### config.mk
export PLATFORM = sky130hd
export DESIGN_NAME = des_decrypt_core
export DESIGN_NICKNAME = d
export VERILOG_FILES = /design/src/rtl/des_pkg.sv /design/src/rtl/des_round_f.sv /design/src/rtl/des_sbox.sv /design/src/rtl/des_decrypt_core.sv
export SDC_FILE = /design/constraint.sdc
export NUM_CORES = 1
export LEC_CHECK = 0
export CAP_MARGIN = 20
export CORE_ASPECT_RATIO = 1.2
export CORE_UTILIZATION = 42
export DETAILED_ROUTE_END_ITERATION = 10
export GPL_ROUTABILITY_DRIVEN = 0
export GPL_TIMING_DRIVEN = 0
export PLACE_DENSITY = 0.78
export RECOVER_POWER = 50
export SLEW_MARGIN = 15
export SYNTH_ARGS = -nofsm -noshare
export SYNTH_HDL_FRONTEND = slang
export SYNTH_SLANG_ARGS = --single-unit
### constraint.sdc
create_clock -name clk -period 4.3 [get_ports clk]
set_input_delay 1.29 -clock clk [delete_from_list [all_inputs] [get_ports clk]]
set_output_delay 1.29 -clock clk [all_outputs]
set_load 0.05 [all_outputs]
### src/rtl/des_pkg.sv
// Shared DES constants for the decryption core: permutation tables, S-box contents,
// decrypt-order key rotations, control-state encoding and small bit-shuffling helpers.
package des_pkg;

  localparam int RND_W = 5;

  localparam logic [1:0] ST_IDLE  = 2'd0;
  localparam logic [1:0] ST_ROUND = 2'd1;
  localparam logic [1:0] ST_DONE  = 2'd2;

  typedef enum logic [1:0] {
    S_IDLE  = ST_IDLE,
    S_ROUND = ST_ROUND,
    S_DONE  = ST_DONE
  } des_state_e;

  // Tables use DES numbering: entry value n names DES bit n (bit 1 = MSB).
  localparam int IP_TBL [64] = '{
    58, 50, 42, 34, 26, 18, 10, 2, 60, 52, 44, 36, 28, 20, 12, 4,
    62, 54, 46, 38, 30, 22, 14, 6, 64, 56, 48, 40, 32, 24, 16, 8,
    57, 49, 41, 33, 25, 17,  9, 1, 59, 51, 43, 35, 27, 19, 11, 3,
    61, 53, 45, 37, 29, 21, 13, 5, 63, 55, 47, 39, 31, 23, 15, 7};

  localparam int FP_TBL [64] = '{
    40, 8, 48, 16, 56, 24, 64, 32, 39, 7, 47, 15, 55, 23, 63, 31,
    38, 6, 46, 14, 54, 22, 62, 30, 37, 5, 45, 13, 53, 21, 61, 29,
    36, 4, 44, 12, 52, 20, 60, 28, 35, 3, 43, 11, 51, 19, 59, 27,
    34, 2, 42, 10, 50, 18, 58, 26, 33, 1, 41,  9, 49, 17, 57, 25};

  localparam int E_TBL [48] = '{
    32,  1,  2,  3,  4,  5,  4,  5,  6,  7,  8,  9,
     8,  9, 10, 11, 12, 13, 12, 13, 14, 15, 16, 17,
    16, 17, 18, 19, 20, 21, 20, 21, 22, 23, 24, 25,
    24, 25, 26, 27, 28, 29, 28, 29, 30, 31, 32,  1};

  localparam int P_TBL [32] = '{
    16,  7, 20, 21, 29, 12, 28, 17,  1, 15, 23, 26,  5, 18, 31, 10,
     2,  8, 24, 14, 32, 27,  3,  9, 19, 13, 30,  6, 22, 11,  4, 25};

  localparam int PC1_TBL [56] = '{
    57, 49, 41, 33, 25, 17,  9,  1, 58, 50, 42, 34, 26, 18,
    10,  2, 59, 51, 43, 35, 27, 19, 11,  3, 60, 52, 44, 36,
    63, 55, 47, 39, 31, 23, 15,  7, 62, 54, 46, 38, 30, 22,
    14,  6, 61, 53, 45, 37, 29, 21, 13,  5, 28, 20, 12,  4};

  localparam int PC2_TBL [48] = '{
    14, 17, 11, 24,  1,  5,  3, 28, 15,  6, 21, 10,
    23, 19, 12,  4, 26,  8, 16,  7, 27, 20, 13,  2,
    41, 52, 31, 37, 47, 55, 30, 40, 51, 45, 33, 48,
    44, 49, 39, 56, 34, 53, 46, 42, 50, 36, 29, 32};

  // Right-rotation per decrypt round; round 1 reuses C0/D0 since encryption rotates a full 28.
  localparam logic [1:0] ROT_TBL [16] = '{
    2'd0, 2'd1, 2'd2, 2'd2, 2'd2, 2'd2, 2'd2, 2'd2,
    2'd1, 2'd2, 2'd2, 2'd2, 2'd2, 2'd2, 2'd2, 2'd1};

  // One 256-bit word per S-box: row-major, entry (row 0, col 0) in the top nibble.
  localparam logic [255:0] SBOX_TBL [8] = '{
    256'hE4D12FB83A6C5907_0F74E2D1A6CB9538_41E8D62BFC973A50_FC8249175B3EA06D,
    256'hF18E6B34972DC05A_3D47F28EC01A69B5_0E7BA4D158C6932F_D8A13F42B67C05E9,
    256'hA09E63F51DC7B428_D70934A6285ECBF1_D6498F30B12C5AE7_1AD069874FE3B52C,
    256'h7DE3069A1285BC4F_D8B56F03472C1AE9_A690CB7DF13E5284_3F06A1D8945BC72E,
    256'h2C417AB6853FD0E9_EB2C47D150FA3986_421BAD78F9C5630E_B8C71E2D6F09A453,
    256'hC1AF92680D34E75B_AF427C9561DE0B38_9EF528C3704A1DB6_432C95FABE17608D,
    256'h4B2EF08D3C975A61_D0B7491AE35C2F86_14BDC37EAF680592_6BD814A7950FE23C,
    256'hD2846FB1A93E50C7_1FD8A374C56B0E92_7B419CE206ADF358_21E74A8DFC90356B};

  function automatic logic [63:0] ip_perm(input logic [63:0] x);
    logic [63:0] y;
    y = 64'd0;
    for (int i = 0; i < 64; i++) y[6'(63 - i)] = x[6'(64 - IP_TBL[i])];
    return y;
  endfunction

  function automatic logic [63:0] fp_perm(input logic [63:0] x);
    logic [63:0] y;
    y = 64'd0;
    for (int i = 0; i < 64; i++) y[6'(63 - i)] = x[6'(64 - FP_TBL[i])];
    return y;
  endfunction

  function automatic logic [47:0] e_perm(input logic [31:0] x);
    logic [47:0] y;
    y = 48'd0;
    for (int i = 0; i < 48; i++) y[6'(47 - i)] = x[5'(32 - E_TBL[i])];
    return y;
  endfunction

  function automatic logic [31:0] p_perm(input logic [31:0] x);
    logic [31:0] y;
    y = 32'd0;
    for (int i = 0; i < 32; i++) y[5'(31 - i)] = x[5'(32 - P_TBL[i])];
    return y;
  endfunction

  function automatic logic [55:0] pc1_perm(input logic [63:0] x);
    logic [55:0] y;
    y = 56'd0;
    for (int i = 0; i < 56; i++) y[6'(55 - i)] = x[6'(64 - PC1_TBL[i])];
    return y;
  endfunction

  function automatic logic [47:0] pc2_perm(input logic [55:0] x);
    logic [47:0] y;
    y = 48'd0;
    for (int i = 0; i < 48; i++) y[6'(47 - i)] = x[6'(56 - PC2_TBL[i])];
    return y;
  endfunction

  function automatic logic [27:0] rotr28(input logic [27:0] x, input logic [1:0] n);
    logic [27:0] y;
    case (n)
      2'd1:    y = {x[0], x[27:1]};
      2'd2:    y = {x[1:0], x[27:2]};
      default: y = x;
    endcase
    return y;
  endfunction

  // Outer bits select the row, inner four bits the column.
  function automatic logic [3:0] sbox_lookup(input logic [255:0] tbl, input logic [5:0] x);
    logic [5:0]   n;
    logic [255:0] t;
    n = {x[5], x[0], x[4:1]};
    t = tbl >> {6'd63 - n, 2'b00};
    return t[3:0];
  endfunction

  function automatic logic key_parity_err(input logic [63:0] k);
    return (~^k[63:56]) | (~^k[55:48]) | (~^k[47:40]) | (~^k[39:32]) |
           (~^k[31:24]) | (~^k[23:16]) | (~^k[15:8])  | (~^k[7:0]);
  endfunction

endpackage

### src/rtl/des_round_f.sv
// DES Feistel function f(R, K): expand, mix with the round key, substitute, permute.
module des_round_f
  import des_pkg::*;
(
  input  logic [31:0] r,
  input  logic [47:0] k,
  output logic [31:0] f
);

  logic [47:0] x;
  logic [31:0] s;

  assign x = e_perm(r) ^ k;

  SBox1 u_sbox1 (.din(x[47:42]), .dout(s[31:28]));
  SBox2 u_sbox2 (.din(x[41:36]), .dout(s[27:24]));
  SBox3 u_sbox3 (.din(x[35:30]), .dout(s[23:20]));
  SBox4 u_sbox4 (.din(x[29:24]), .dout(s[19:16]));
  SBox5 u_sbox5 (.din(x[23:18]), .dout(s[15:12]));
  SBox6 u_sbox6 (.din(x[17:12]), .dout(s[11:8]));
  SBox7 u_sbox7 (.din(x[11:6]),  .dout(s[7:4]));
  SBox8 u_sbox8 (.din(x[5:0]),   .dout(s[3:0]));

  assign f = p_perm(s);

endmodule

### src/rtl/des_sbox.sv
// The eight DES substitution boxes SBox1..SBox8: 6-bit input (MSB = first DES bit), 4-bit output.
module SBox1 import des_pkg::*; (input logic [5:0] din, output logic [3:0] dout);
  assign dout = sbox_lookup(SBOX_TBL[0], din);
endmodule

module SBox2 import des_pkg::*; (input logic [5:0] din, output logic [3:0] dout);
  assign dout = sbox_lookup(SBOX_TBL[1], din);
endmodule

module SBox3 import des_pkg::*; (input logic [5:0] din, output logic [3:0] dout);
  assign dout = sbox_lookup(SBOX_TBL[2], din);
endmodule

module SBox4 import des_pkg::*; (input logic [5:0] din, output logic [3:0] dout);
  assign dout = sbox_lookup(SBOX_TBL[3], din);
endmodule

module SBox5 import des_pkg::*; (input logic [5:0] din, output logic [3:0] dout);
  assign dout = sbox_lookup(SBOX_TBL[4], din);
endmodule

module SBox6 import des_pkg::*; (input logic [5:0] din, output logic [3:0] dout);
  assign dout = sbox_lookup(SBOX_TBL[5], din);
endmodule

module SBox7 import des_pkg::*; (input logic [5:0] din, output logic [3:0] dout);
  assign dout = sbox_lookup(SBOX_TBL[6], din);
endmodule

module SBox8 import des_pkg::*; (input logic [5:0] din, output logic [3:0] dout);
  assign dout = sbox_lookup(SBOX_TBL[7], din);
endmodule

### src/rtl/des_decrypt_core.sv
// Iterative DES decryption, one Feistel round per clock with the key schedule run backwards.
// Optional key-byte odd-parity reporting on key_err is built when DES_KEY_PARITY_CHECK_EN is defined.
module des_decrypt_core
  import des_pkg::*;
(
  input  logic        clk,
  input  logic        rst_n,
  input  logic        in_valid,
  output logic        in_ready,
  input  logic [63:0] in_data,
  input  logic [63:0] in_key,
  output logic        out_valid,
  input  logic        out_ready,
  output logic [63:0] out_data,
  output logic        key_err
);

  des_state_e       state_q, state_d;
  logic [RND_W-1:0] rnd_q, rnd_d;
  logic [31:0]      l_q, l_d, r_q, r_d;
  logic [27:0]      c_q, c_d, d_q, d_d;
  logic             in_ready_q, in_ready_d;
  logic             out_valid_q, out_valid_d;
  logic [63:0]      out_data_q, out_data_d;

  logic             accept;
  logic [1:0]       rot_amt;
  logic [27:0]      c_rot, d_rot;
  logic [47:0]      round_key;
  logic [31:0]      f_out;

  assign accept    = in_valid & in_ready_q;
  assign rot_amt   = ROT_TBL[rnd_q[3:0] - 4'd1];
  assign c_rot     = rotr28(c_q, rot_amt);
  assign d_rot     = rotr28(d_q, rot_amt);
  assign round_key = pc2_perm({c_rot, d_rot});

  des_round_f u_round_f (
    .r (r_q),
    .k (round_key),
    .f (f_out)
  );

  always_comb begin
    state_d     = state_q;
    rnd_d       = rnd_q;
    l_d         = l_q;
    r_d         = r_q;
    c_d         = c_q;
    d_d         = d_q;
    out_valid_d = out_valid_q;
    out_data_d  = out_data_q;
    in_ready_d  = 1'b0;
    case (state_q)
      S_IDLE: begin
        if (accept) begin
          {l_d, r_d} = ip_perm(in_data);
          {c_d, d_d} = pc1_perm(in_key);
          rnd_d      = 5'd1;
          state_d    = S_ROUND;
        end else begin
          state_d    = S_IDLE;
        end
      end
      S_ROUND: begin
        c_d   = c_rot;
        d_d   = d_rot;
        l_d   = r_q;
        r_d   = l_q ^ f_out;
        rnd_d = rnd_q + 5'd1;
        if (rnd_q == 5'd16) begin
          // Halves are swapped back before the final permutation.
          out_data_d  = fp_perm({r_d, l_d});
          out_valid_d = 1'b1;
          rnd_d       = 5'd0;
          state_d     = S_DONE;
        end else begin
          state_d     = S_ROUND;
        end
      end
      S_DONE: begin
        if (out_ready) begin
          out_valid_d = 1'b0;
          state_d     = S_IDLE;
        end else begin
          state_d     = S_DONE;
        end
      end
      default: begin
        state_d = S_IDLE;
      end
    endcase
    in_ready_d = (state_d == S_IDLE);
  end

  always_ff @(posedge clk or negedge rst_n) begin
    if (!rst_n) begin
      state_q     <= S_IDLE;
      rnd_q       <= 5'd0;
      l_q         <= 32'd0;
      r_q         <= 32'd0;
      c_q         <= 28'd0;
      d_q         <= 28'd0;
      in_ready_q  <= 1'b1;
      out_valid_q <= 1'b0;
      out_data_q  <= 64'd0;
    end else begin
      state_q     <= state_d;
      rnd_q       <= rnd_d;
      l_q         <= l_d;
      r_q         <= r_d;
      c_q         <= c_d;
      d_q         <= d_d;
      in_ready_q  <= in_ready_d;
      out_valid_q <= out_valid_d;
      out_data_q  <= out_data_d;
    end
  end

  assign in_ready  = in_ready_q;
  assign out_valid = out_valid_q;
  assign out_data  = out_data_q;

`ifdef DES_KEY_PARITY_CHECK_EN
  logic par_err_q, par_err_d;
  logic key_err_q, key_err_d;
  logic finish, release_out;

  assign finish      = (state_q == S_ROUND) && (rnd_q == 5'd16);
  assign release_out = (state_q == S_DONE) && out_ready;

  // Parity is captured with the key and only shown once the plaintext is presented.
  always_comb begin
    par_err_d = par_err_q;
    key_err_d = key_err_q;
    if (accept) begin
      par_err_d = key_parity_err(in_key);
    end else begin
      par_err_d = par_err_q;
    end
    if (finish) begin
      key_err_d = par_err_q;
    end else if (release_out) begin
      key_err_d = 1'b0;
    end else begin
      key_err_d = key_err_q;
    end
  end

  always_ff @(posedge clk or negedge rst_n) begin
    if (!rst_n) begin
      par_err_q <= 1'b0;
      key_err_q <= 1'b0;
    end else begin
      par_err_q <= par_err_d;
      key_err_q <= key_err_d;
    end
  end

  assign key_err = key_err_q;
`else
  assign key_err = 1'b0;
`endif

endmodule

======== Word-level counts from Yosys, hierarchy flattened ========
Memory sizes are Yosys's and may differ from the RTL's.
Cells that the tools add are included.
word-level totals
  word-level logic and storage cells ...... 61
  bits in latches ......................... 0
  output and inout bits ................... 67
  bits in registers ....................... 117
  bits in writable memories ............... 0
  memories ................................ 1
  ROM bits ................................ 32
  input port bits ......................... 132
memory list
  memory            words  width  rd ports  clocked after memory_dff  wr ports  line                    RTL
  (name not given)  16     2      1         0                         0         des_decrypt_core.sv:33  assign rot_amt = ROT_TBL[rnd_q[3:0] - 4'd1];
operators by class
  equality and inequality tests ........... 9
  shift operators ......................... 4
  add/subtract/negate cells ............... 6
  bitwise operators ....................... 4
  multiplexer cells ....................... 19
  magnitude comparators ................... 1
  reduce and logical (&&, ||, !) cells .... 8
  divide/modulo/power cells ............... 0
  $mul .................................... 0
operator list
  kind                                                                 number
  256-bit by 8-bit >> shifter with 3-bit output, first input constant  2
  255-bit by 8-bit >> shifter with 4-bit output, first input constant  1
  254-bit by 8-bit >> shifter with 2-bit output, first input constant  1
  32-bit case mux with 2 select lines                                  2
  28-bit case mux with 2 select lines                                  2
  32-bit 2-to-1 mux                                                    2
  32-bit by 16-bit XOR with 32-bit output                              1
  28-bit 2-to-1 mux                                                    1
  6-bit subtractor, first input constant                               4
  24-bit XOR                                                           1
  5-bit 2-to-1 mux                                                     2
  5-bit case mux with 2 select lines                                   1
  2-bit 2-to-1 mux                                                     4
  2-bit inequality test, second input constant                         3
  2-bit case mux with 3 select lines                                   1
  3-bit AND reduction                                                  2
  5-bit by 1-bit adder with 5-bit output, second input constant        1
  5-bit == test, second input constant                                 1
  5-bit greater-or-equal comparator, second input constant             1
  4-bit NOT with 5-bit output                                          1
  2-bit by 1-bit == test with 1-bit output, second input constant      2
  2-bit == test, second input constant                                 2
  2-bit logical NOT                                                    2
  2-bit AND reduction                                                  2
  6 further kinds                                                      9

======== Depth between registers and ports, before layout ========
Gate-level depths: netlist of run 1.
  depth in word-level cells ............... 12
  gate-level depth with buffers ........... 22
  gate-level depth less buffers ........... 19

======== Hierarchy ========
From an unflattened synthesis of run 1, not the netlist that was laid out.
unflattened totals
  cells, all modules ...................... 1093
  area, all modules ....................... 10237.3 um^2
modules (own cells, without submodules)
  module            sequential area each (um^2)  area each (um^2)  cells each  times used
  des_decrypt_core  3629.7                       7224.4            687         1
  SBox7             0.0                          693.2             92          1
  SBox5             0.0                          674.4             87          1
  SBox6             0.0                          653.1             91          1
  SBox8             0.0                          608.1             88          1
  des_round_f       0.0                          384.1             48          1

======== Worst setup path after synthesis of run 1 ========
Ideal clock, no wire load.
  kind .................................... reg-to-reg
  from .................................... register rnd_q[0]
  to ...................................... register r_q[0]
  required time ........................... 4170 ps
  setup time .............................. 130 ps
  buffers on the path ..................... 3
  clock period less this slack ............ 3984 ps
  slack ................................... 316 ps
  cell stages (with the launch flop) ...... 22
  data arrival time ....................... 3854 ps
  path through ............................ dfrtp_1 > inv_1 > ha_1 > a21oi_1 > a21oi_1 > o21a_1 > ha_1 > buf_4 > buf_2 > a221oi_1 > o21a_1 > or2_1 > clkbuf_1 > inv_1 > ha_1 > a21boi_0 > a221oi_1 > a2111oi_0 > a311o_1 > a311oi_1 > xor2_1 > o21ai_1
between the ends
  cells in the longest elaborated chain, start to end .. 12
  elaborated cells on any way between the ends .. 13
  those cells by class .................... add/sub (2); eq/ne (2); shift (1); mux (4); bitwise (3); memory (1)
RTL lines
  item                                                                       line                     RTL
  start, declared                                                            des_decrypt_core.sv:19   logic [RND_W-1:0] rnd_q, rnd_d;
  start signal, assigned                                                     des_decrypt_core.sv:109  rnd_q <= rnd_d;
  4-bit by 1-bit subtractor with 4-bit output *                              des_decrypt_core.sv:33
  4-bit NOT with 5-bit output (not written as such) *                        des_decrypt_core.sv:33
  memory 16 x 2 bit *                                                        --
  2-bit 2-to-1 mux (not written as such) * (2 in a row)                      des_decrypt_core.sv:33
  2-bit == test or 2-bit by 1-bit == test with 1-bit output (tied branches)  --
  28-bit case mux with 2 select lines *                                      des_pkg.sv:112           case (n)
  24-bit XOR *                                                               des_round_f.sv:13        assign x = e_perm(r) ^ k;
  6-bit subtractor *                                                         des_pkg.sv:125           t = tbl >> {6'd63 - n, 2'b00};
  255-bit by 8-bit >> shifter with 4-bit output *                            des_pkg.sv:125
  32-bit by 16-bit XOR with 32-bit output *                                  des_decrypt_core.sv:69   r_d = l_q ^ f_out;
  32-bit case mux with 2 select lines *                                      des_decrypt_core.sv:54   case (state_q)
  end signal, assigned                                                       des_decrypt_core.sv:111  r_q <= r_d;
  end, declared                                                              des_decrypt_core.sv:20   logic [31:0] l_q, l_d, r_q, r_d;
Every way passes the cells marked *; elsewhere a longest branch is shown, timed or not. The select of a mux whose other input is x is not followed.
A chain may end at the register's enable or synchronous reset.

======== Worst setup path after layout of run 1 ========
Ends and elaborated chain as after synthesis.

==> results of run 1 <==
-- cell families after synthesis --
logic type      synth area share (%)
mux                             8.85
xor+xnor                        4.27
other cells                   0.0633
simple gates                    14.8
buf+inv                         10.6
fa+ha+maj                       5.07
compound gates                  19.1
flops                           37.2
-- registers in the layout, summed over array words and instances, names as in the netlist --
register / flops
out_data: 16
d_q: 28
l_q: 15
out_valid: 1
rnd_q: 5
r_q: 20
in_ready: 1
state_q: 2
-- per-stage QoR --
stage	instance area [um2]	util (%)	cells
6_report	7260	52.7	944
5_1_grt	7260	52.7	944
4_1_cts	7180	52.2	936
3_5_place_dp	6830	49.6	919
3_3_place_gp	6810	49.5	918
2_1_floorplan	6100	-	698
-- worst max path at each step --
| stage | endpoint | cells past startpoint | from |
|---|---|---|---|
| 2_1_floorplan | r_q[0] | 21 | rnd_q[0] |
| 3_3_place_gp | d_q[17] | 1 | rst_n |
| 3_5_place_dp | r_q[0] | 21 | rnd_q[0] |
| 4_1_cts | r_q[0] | 19 | rnd_q[0] |
| 5_1_grt | r_q[0] | 21 | rnd_q[0] |
| 6_report | r_q[0] | 21 | rnd_q[0] |
-- area by class of cell --
class                           instances  area (um2)
Timing Repair Buffer                   62         579
Tap cell                              171         214
Clock inverter                          2        37.5
Inverter                               15        60.1
Buffer                                 90         572
Multi-Input combinational cell        502        3330
Sequential cell                        88        2200
Clock buffer                           14         264
Fill cell                            1273        6500
-- worst max-delay path, cell delays in order, from the launching register on --
cell        delay, ns
dfrtp_1          0.39
buf_4            0.15
xor2_1           0.16
nor2_1           0.08
a21oi_1          0.13
o21a_1           0.17
inv_1            0.05
ha_1             0.20
buf_6            0.14
buf_6            0.15
a221oi_4         0.31
o21a_1           0.19
or2_4            0.18
clkinvlp_4       0.13
ha_1             0.20
a21boi_0         0.13
a221oi_1         0.21
a2111oi_0        0.10
a311o_1          0.38
a311oi_2         0.34
xor2_1           0.18
o21ai_1          0.08
-- layout by cell type (no fill, tap or decap), types with 13 or more instances in the layout --
cell type	netlist	final
clkbuf_1	29	31
nor2_1	25	25
xor2_1	13	13
ha_1	24	22
a22oi_1	14	14
conb_1	1	49
o21ai_1	13	13
clkdlybuf4s50_1	0	47
nand3_1	42	42
mux2_2	26	26
a21oi_1	20	20
o21ai_0	52	51
mux2i_1	22	22
buf_4	52	63
nand2_1	77	77
dfrtp_1	87	86
xnor2_1	14	13
-- layer usage --
metal	vias to the layer above	part of all wire [%]	wire length [um]	global-route usage [%]
li1	2456	-	-	-
met1	2528	40	6420	27.7
met2	226	50	7980	38.5
met3	46	5.4	855	3.31
met4	0	4.1	648	10.2
met5	-	0	0	0
-- what timing repair did --
item	in CTS	in global routing
gates resized for setup	6	13
setup endpoints to repair	4	7
pin swaps	1	9
hold endpoints to repair	0	0
buffers inserted	2	10
==> results.md, run 1 <==
Critical path:
- At the worst endpoint, the arrival time is 4.39 ns.
- In this run the critical register-to-register path is captured at r_q[0].
- The setup path with the least slack is of type register to register.
- The kind of start point of the critical path is a register.
- The startpoint of the worst-slack reg-to-reg timing path is rnd_q[0].
- The peak fanout along the critical path is 10.
- Across all register-to-register paths, the minimum setup slack is 0.13 ns.
- The number of cells on the worst reg-to-reg path is 21.
- The worst setup path is captured at a register.
- The worst path required time is roughly 4.5 ns.

Placed design:
- The pre-CTS setup slack is -0.464 ns.
- In this run the tool buffered the top-level ports with 49 buffer cells.
- The HPWL after detailed placement is 11.3 mm.

Synthesis:
- The number of flops mapped to enable cells by yosys is 0.
- The synthesized instance count is 650.
- The share of Yosys cell area claimed by the top area cell type is ~37%.
- The most instantiated library cell after synthesis is dfrtp_1.
- The largest area contributor in the synthesized netlist is dfrtp_1.
- The share of the Yosys chip area taken by registers is between 30 and 40%.
- The number of warnings printed during yosys synthesis is 0.
- The average size of a mapped cell is between 9 and 10 um2.
- Ranked by total cell area, the synthesized netlist is headed by dfrtp_1 (37%), buf_4 (6.6%), ha_1 (5.1%).
- The mapped netlist covers 5920 um2.
- Counting flops with an async set or reset pin after synthesis yields a share of 100%.
- The flip-flop and latch count after synthesis is 88.
- The number of distinct standard cells referenced by the synthesized netlist is 66.
- Among all flip-flop cells after synthesis, the most frequent one is dfrtp_1.
- Counting instances in the post-synthesis netlist gives the leading cell types as dfrtp_1 (87), nand2_1 (77), buf_4 (52), o21ai_0 (52), nand3_1 (42).

STA:
- The number of pins exceeding their max-slew limit in the final report is 91.
- The worst max-slew margin expressed relative to the limit is -7.52%.
- The setup skew after layout is 0.00446 ns.
- The post-layout minimum cycle time is around 4.2 ns.
- The post-layout worst setup margin is 0.125 ns.
- Setup repair after global routing could not meet its margin everywhere.
- The actual transition at the worst max-transition pin is 1.61 ns.
- The number of failing hold endpoints at the final stage is 0.
- The summed negative setup slack over all endpoints is 0 ns.
- In the finished design, the share of the clock period the worst path needs comes to a little over nine tenths.
- The post-route worst hold slack is 0.487 ns.
- The setup violation total in the final timing report is 0.
- Static timing analysis puts the maximum clock frequency at 240 MHz.

Cells and area:
- The number of inserted diodes is 0.
- The layout overhead on the synthesized area is 22.5%.
- After the last flow step, the layout net total stands at just over 900.
- The fraction of final layout cells sized beyond drive strength 1 is 18.0%.

Routing:
- The routed via count divided by cell count is about 5.6.
- Summing over every cut layer, the via total after detailed routing is around 5.3k.
- The count of TritonRoute iterations in the first routing pass is 5.
- The overall routed net length is roughly 16 mm.
- The antenna violation net count after detailed routing is 0.
- Dividing the detail-routed wire length by the instance count gives 16.8 um.
- The count of routing violations after the opening detailed-route iteration is 447.
- In the routed design, unresolved DRC markers number 0.

Die:
- For this configuration, the core starts out at a cell density of 43.0%.
- The die outline width is 110 um.
- After floorplanning, the core was sized to cover 13800 um2.
- The number of rows in the core area is 47.
- The die outline area is 14600 um2.
- The height of the chip is 132 um.
- The number of ports placed on the die boundary is 199.

GRT:
- The number of global-route vias before repair is 5058.
- The number of antenna violations at the first check in global routing came to 0.
- The first global-routing pass estimated 25.4 mm of wire.
- Global routing finished with a remaining overflow of 0.
- The pin count of the biggest net entering global routing is 61.
- In the global route stage, overall resource usage came out at 22.6%.

Clock network:
- The number of H-tree branching levels is 3.
- The clock root buffer is clkbuf_16.
- The number of buffers created by CTS is 9.
- Clock tree synthesis found a total of 88 sinks.
- The clock passes through at most 2 buffers.
- The clock-pin slew on the worst setup and hold paths is 0.06 ns.
- The later-pin clock latency in the skew report is 0.35 ns.
- The TritonCTS clock tree is done.
- The number of hold buffers added after cts is 0.

Min path:
- The start point of the worst min-delay path is l_q[21].
- The worst min-delay path category is register to register.
- The cell depth of the worst min-delay path is 2.
- The terminating pin of the worst hold path is r_q[21].

Run:
- Across the run, the number of max-cap violations was 2.

Status:
- The final reports fail on max-capacitance violations, max-slew violations.
- The run finished, with violations left.
Power of run 1 is not shown: default switching activity piles up to over one toggle a cycle in this logic, so the estimate is an artifact.
==> run 2, diff against run 1 <==
- GPL_TIMING_DRIVEN: 0 -> 1
==> results.md, run 2 (synthesis gave the netlist of run 1 again) <==
Status:
- The flow ran to the end, but the final reports show violations.
- The final reports fail on max-capacitance violations, max-slew violations.

STA:
- The post-layout worst setup margin is 0.302 ns (+0.177 ns).
- The number of pins exceeding their max-slew limit in the final report is 51 (-44%).
- The actual transition at the worst max-transition pin is 2.67 ns (+1.06 ns).
- The achievable frequency is 250 MHz (+4.4%).
- The setup violation total in the final timing report is 0 (unchanged).
- The worst max-slew margin expressed relative to the limit is -78.1% (-71 points).
- The setup skew after layout is 0.00839 ns (+0.00394 ns).
- The final cycle utilization of the critical path is 93.0% (-4.1 points).
- The number of failing hold endpoints at the final stage was 0 (unchanged).
- The post-layout minimum cycle time is 4.00 ns (-0.177 ns).
- Setup repair after global routing could not meet its margin everywhere.

Placed design:
- The pre-CTS setup slack came to 0.279 ns (+0.743 ns).
- The HPWL after detailed placement is 9.63 mm (-15%).
- The count of input and output buffers is 49 (unchanged).

Critical path:
- The critical path in this run is classified as register to register.
- The data arrival time of the worst path is 4.20 ns (-0.19 ns).
- The slack of the worst reg-to-reg path is 0.30 ns (+0.18 ns).
- STA classifies the critical path endpoint as a register.
- The buffering stage count on the worst path with inverters included is 4 (-1).
- The peak fanout along the critical path was 24 (+14).
- The stage delay of the slowest cell on the critical path was 0.42 ns (+0.03 ns).
- The startpoint identified for the worst register-to-register timing path is rnd_q[0].
- Among all stages on the critical path, the largest delay is contributed by dfrtp_1.
- The end of the worst register-to-register path is r_q[13].
- STA classifies the critical path startpoint as a register.
- The critical path goes through inv_1 > ha_1 > a21oi_2 > a21oi_1 > o21a_1 > inv_1 > ha_1 > buf_4 > buf_4 > a221oi_2 > o21ai_0 > and2_4 > mux2_1 > a2111oi_0 > a221oi_1 > xnor2_1 > a21oi_1.
- The number of cells traversed by the worst register-to-register path was 17 (-19%).
- The worst path required time is 4.50 ns (about the same).
- On the critical path the largest part of the delay comes from compound AO/OA/AOI/OAI gates.

Cells and area:
- The number of inserted diodes is 0 (unchanged).
- The library cell used most frequently in the layout, excluding fill and tap cells, is dfrtp_1.
- The flip-flop count of the largest register after layout is 28 (unchanged).
- In the layout the commonest cells are dfrtp_1 (87), nand2_1 (77), o21ai_0 (50), conb_1 (49), clkdlybuf4s50_1 (46).
- The layout overhead on the synthesized area is 12.8%.
- The fraction of final layout cells sized beyond drive strength 1 is 11.3% (-6.7 points).
- Ranked by flip-flop count, first place goes to d_q.
- The number of nets at the end of the flow came to 840 (-9.1%).

Routing:
- The overall routed net length is 13.5 mm (-15%).
- The number of vias in the routed layout is 4838 (-8.0%).
- The count of TritonRoute iterations in the first routing pass came to 5 (unchanged).
- The count of routing violations after the opening detailed-route iteration is 286 (-36%).
- The post-detailed-route wirelength per cell is 15.7 um (-7.1%).
- The number of remaining DRC errors is 0 (unchanged).
- The antenna violation net count after detailed routing is 0 (unchanged).
- The routed via count divided by cell count is 5.63 (+1.0%).

GRT:
- The global-route usage over all layers is 19.4% (-3.2 points).
- The first-pass GRT wire length came to 22.3 mm (-12%).
- The global-route congestion overflow total was 0 (unchanged).
- The number of antenna violations at the first check in global routing is 0 (unchanged).
- The number of global-route vias before repair is 4594 (-9.2%).
- The pin count of the biggest net entering global routing came to 51 (-16%).

Run:
- The max capacitance violation total is 1 (-1).

Clock network:
- The number of buffers created by CTS is 9 (unchanged).
- The maximum clock insertion buffer count is 2 (unchanged).
- The clock-pin slew on the worst setup and hold paths was 0.06 ns (about the same).
- TritonCTS built the clock tree.
- The clock sink total is 88 (unchanged).
- The number of H-tree branching levels is 3 (unchanged).
- The number of hold buffers added after cts is 0 (unchanged).
- The count of buffers added by post-CTS timing repair for setup is 0 (-2).
- The later-pin clock latency in the skew report came to 0.34 ns (about the same).
- The clock root buffer is clkbuf_16.

Die:
- The effective utilization at floorplan was 43.0% (unchanged).
- The core region area came to 13800 um2 (unchanged).
- The height of the chip came to 132 um (unchanged).
- The number of ports placed on the die boundary is 199 (unchanged).
- The die outline width is 110 um (unchanged).
- The die outline area is 14600 um2 (unchanged).
- The number of rows in the core area is 47 (unchanged).

Min path:
- The worst hold path belongs to the class register to register.
- The terminating pin of the worst hold path is r_q[20].
- The cell depth of the worst min-delay path is 2 (unchanged).
- The startpoint identified for the worst hold timing path is l_q[20].
run 2: area by class of cell:
cell class	count	area (um2)
Clock inverter	5	56.3
Inverter	15	56.3
Multi-Input combinational cell	502	3300
Tap cell	171	214
Fill cell	1276	7080
Sequential cell	88	2200
Clock buffer	11	233
Timing Repair Buffer	68	618
run 2: metrics by stage:
stage	hold WS, ns	instance area, um2	utilization (%)	std cells	setup TNS [ns]
after detailed placement	0.471	6370	46.3	844	0
after global routing	0.507	6680	48.5	860	-0.0327
after global placement	0.468	6370	46.3	844	0
after floorplan	0.449	6100	-	698	0
after CTS	0.488	6660	48.4	860	0
final	0.490	6680	48.5	860	0
run 2: worst reg2reg max path, cell delays in order (launching register included):
cell,delay [ns]
dfrtp_1,0.42
inv_1,0.15
ha_1,0.24
a21oi_2,0.06
a21oi_1,0.17
o21a_1,0.15
inv_1,0.05
ha_1,0.21
buf_4,0.18
buf_4,0.23
a221oi_2,0.39
o21ai_0,0.22
and2_4,0.27
mux2_1,0.32
a2111oi_0,0.40
a221oi_1,0.17
xnor2_1,0.16
a21oi_1,0.08
run 2: layer usage:
metal | GRT usage, % | vias up | share of wire [%]
met3 | 2.87 | 30 | 4.6
met4 | 8.99 | 0 | 3.3
met1 | 24.0 | 2350 | 41
li1 | - | 2287 | -
met2 | 32.8 | 171 | 51
met5 | 0 | - | 0
run 2: timing repair:
| item | in CTS | in global routing |
|---|---|---|
| resized for setup | 0 | 8 |
| endpoints found under the setup margin | 0 | 6 |
| hold endpoints to repair | 0 | 0 |
run 2: worst max path at each step:
| stage | to | slack (ns) | from | cells past startpoint |
|---|---|---|---|---|
| 2_1_floorplan | r_q[0] | 0.32 | rnd_q[0] | 21 |
| 3_3_place_gp | r_q[0] | 0.31 | rnd_q[0] | 18 |
| 3_5_place_dp | r_q[3] | 0.28 | rnd_q[0] | 18 |
| 4_1_cts | r_q[5] | 0.28 | rnd_q[0] | 18 |
| 5_1_grt | r_q[0] | -0.03 | rnd_q[0] | 20 |
| 6_report | r_q[13] | 0.30 | rnd_q[0] | 17 |
Power of run 2 is left out for the same reason.
==> run 3, diff against run 2 <==
--- a/config.mk
+++ b/config.mk
@@ -13,5 +13,5 @@
 export GPL_TIMING_DRIVEN = 1
 export PLACE_DENSITY = 0.78
-export RECOVER_POWER = 50
+export RECOVER_POWER = 25
 export SLEW_MARGIN = 15
 export SYNTH_ARGS = -nofsm -noshare
==> constraint.sdc (replaced) <==
create_clock -name clk -period 4.3 [get_ports clk]
set_input_delay 1.29 -clock clk [delete_from_list [all_inputs] [get_ports clk]]
set_output_delay 1.29 -clock clk [all_outputs]
set_load 0.005 [all_outputs]
==> results.md, run 3 (synthesis gave the netlist of run 1 again) <==
Status:
- The run finished, with violations left.
- The checks that failed: max-capacitance violations, max-slew violations.

STA:
- The post-layout minimum cycle time came to 4.00 ns (-0.00231 ns).
- The post-layout worst setup margin is 0.305 ns (+0.00231 ns).
- The setup violation total in the final timing report is 0 (unchanged).
- The final cycle utilization of the critical path is 92.9% (about the same).
- The worst max-slew margin expressed relative to the limit is -76.5% (+1.6 points).
- The actual transition at the worst max-transition pin is 2.65 ns (-0.0244 ns).
- The number of failing hold endpoints at the final stage is 0 (unchanged).
- The achievable frequency is 250 MHz (about the same).
- The setup skew after layout is 0.00940 ns (+0.00101 ns).
- Setup repair after global routing could not meet its margin everywhere.
- The summed negative setup slack over all endpoints is 0 ns (unchanged).
- The number of pins exceeding their max-slew limit in the final report is 51 (unchanged).

Cells and area:
- The number of inserted diodes is 0 (unchanged).
- The share of the core filled with cells came to 48.6% (+0.064 points).
- The number of nets at the end of the flow is 840 (unchanged).
- The most common cell after layout, fill and taps aside is dfrtp_1.
- The total area of multi-input combinational cells is 3300 um2 (unchanged).
- The storage element area is 2200 um2 (unchanged).
- The number of filler cells placed in the layout is 1272 (-0.31%).
- The layout overhead on the synthesized area is 12.9%.
- The flip-flop count of the largest register after layout is 28 (unchanged).
- The register with the highest flop count is d_q.
- In the layout the commonest cells are dfrtp_1 (87), nand2_1 (77), o21ai_0 (50), conb_1 (49), clkdlybuf4s50_1 (48).
- The fraction of final layout cells sized beyond drive strength 1 was 11.5% (+0.15 points).

Routing:
- The count of routing violations after the opening detailed-route iteration is 273 (-4.5%).
- The antenna violation net count after detailed routing is 0 (unchanged).
- The count of TritonRoute iterations in the first routing pass is 5 (unchanged).
- The number of remaining DRC errors is 0 (unchanged).
- The number of vias in the routed layout is 4841 (+0.062%).
- The overall routed net length is 13.5 mm (about the same).
- The post-detailed-route wirelength per cell is 15.7 um (about the same).
- The routed via count divided by cell count is 5.63 (about the same).

Min path:
- In this run the worst hold path is classified as register to register.
- The start point of the worst min-delay path is l_q[20].

Critical path:
- The critical path goes through inv_1 > ha_1 > a21oi_2 > a21oi_1 > o21a_1 > inv_1 > ha_1 > buf_4 > buf_4 > a221oi_2 > o21ai_0 > and2_4 > mux2_1 > a2111oi_0 > a221oi_1 > xnor2_1 > a21oi_1.
- STA classifies the critical path startpoint as a register.
- The number of cells traversed by the worst register-to-register path was 17 (unchanged).
- The worst register-to-register path begins at rnd_q[0].
- The endpoint kind of the worst setup timing path is a register.
- The count of cell instances traversed by the critical path is 17 (unchanged).
- The gate family responsible for the most delay along the worst path is compound AO/OA/AOI/OAI gates.
- The slack of the worst reg-to-reg path is 0.30 ns (about the same).
- The stage delay of the slowest cell on the critical path came to 0.42 ns (about the same).
- The buffering stage count on the worst path with inverters included came to 4 (unchanged).
- The critical path starts at rnd_q[0].
- The worst-path cell with the longest stage delay is dfrtp_1.
- The termination of the worst setup path is r_q[13].
- The worst path required time was 4.50 ns (about the same).
- The data arrival time of the worst path is 4.20 ns (about the same).
- The type of the worst setup path is register to register.
- The peak fanout along the critical path is 24 (unchanged).
- The endpoint identified for the worst register-to-register timing path is r_q[13].

Clock network:
- The maximum clock insertion buffer count came to 2 (unchanged).
- The clock root buffer is clkbuf_16.
- The number of buffers created by CTS came to 9 (unchanged).
- The number of H-tree branching levels came to 3 (unchanged).
- The clock sink total is 88 (unchanged).
- TritonCTS built the clock tree.
- The later-pin clock latency in the skew report is 0.34 ns (about the same).
- The clock-pin slew on the worst setup and hold paths came to 0.06 ns (about the same).

GRT:
- The first-pass GRT wire length is 22.3 mm (unchanged).
- The pin count of the biggest net entering global routing is 51 (unchanged).
- The number of antenna violations at the first check in global routing is 0 (unchanged).
- The number of global-route vias before repair is 4594 (unchanged).
- The global-route usage over all layers is 19.4% (unchanged).
- The global-route congestion overflow total is 0 (unchanged).

Die:
- The height of the chip came to 132 um (unchanged).
- The effective utilization at floorplan is 43.0% (unchanged).
- The core region area came to 13800 um2 (unchanged).
- The number of ports placed on the die boundary came to 199 (unchanged).
- The die outline width came to 110 um (unchanged).
- The die outline area came to 14600 um2 (unchanged).
- The number of rows in the core area is 47 (unchanged).

Run:
- The max capacitance violation total is 1 (unchanged).

Placed design:
- The HPWL after detailed placement came to 9.63 mm (unchanged).
- The pre-CTS setup slack is 0.279 ns (unchanged).
- The count of input and output buffers is 49 (unchanged).
[run 3: cell types whose count changed in the layout (fill, tap and decap cells not counted)]
cell	previous run	this run
buf_4	16	19
clkbuf_2	2	0
clkdlybuf4s50_1	46	48
dlygate4sd3_1	2	0
clkbuf_1	4	3
[run 3: area by class of cell]
type	instances	area share [%]
clock inverters	5	0.842
flip-flops and latches	88	33.0
inverters	15	0.842
repair buffers	68	9.38
clock buffers	11	3.48
multi-input cells	502	49.3
well taps	171	3.20
[run 3: metrics by stage]
| step | hold slack, ns | area, um2 | std cells |
|---|---|---|---|
| 4_1_cts | 0.488 | 6660 | 860 |
| 5_1_grt | 0.507 | 6690 | 860 |
| 2_1_floorplan | 0.449 | 6100 | 698 |
| 6_report | 0.490 | 6690 | 860 |
| 3_5_place_dp | 0.471 | 6370 | 844 |
| 3_3_place_gp | 0.468 | 6370 | 844 |
[run 3: repair_timing]
| action | 4_1_cts | 5_1_grt |
|---|---|---|
| setup endpoints to repair | 0 | 6 |
| resized for setup | 0 | 8 |
| hold buffers | 0 | 0 |
| buffers inserted | 0 | 0 |
[run 3: worst reg2reg max path, delay by kind of cell (launching register included)]
family	cells	cell delay, ns
AOI/OAI and AO/OA	8	1.64
xor gates and xnor gates	1	0.16
adders and majority gates	2	0.45
buffers and inverters	4	0.60
DFF	1	0.42
muxes	1	0.32
and+or+nand+nor	1	0.27
[run 3: how the worst min path moves through the flow]
stage / end / slack [ns] / cells after the start
floorplan: r_q[20] / 0.45 / 2
global placement: r_q[29] / 0.47 / 2
global route: r_q[20] / 0.51 / 2
detailed placement: r_q[21] / 0.47 / 2
CTS: r_q[29] / 0.49 / 2
finish: r_q[20] / 0.49 / 2
[run 3: per-layer routing]
| layer | global-route usage [%] | routed length (um) | vias up |
|---|---|---|---|
| li1 | - | - | 2290 |
| met1 | 24.0 | 5520 | 2337 |
| met2 | 32.8 | 6820 | 182 |
| met3 | 2.87 | 669 | 32 |
| met4 | 8.99 | 467 | 0 |
| met5 | 0 | 0 | - |
Power of run 3 is left out for the same reason.
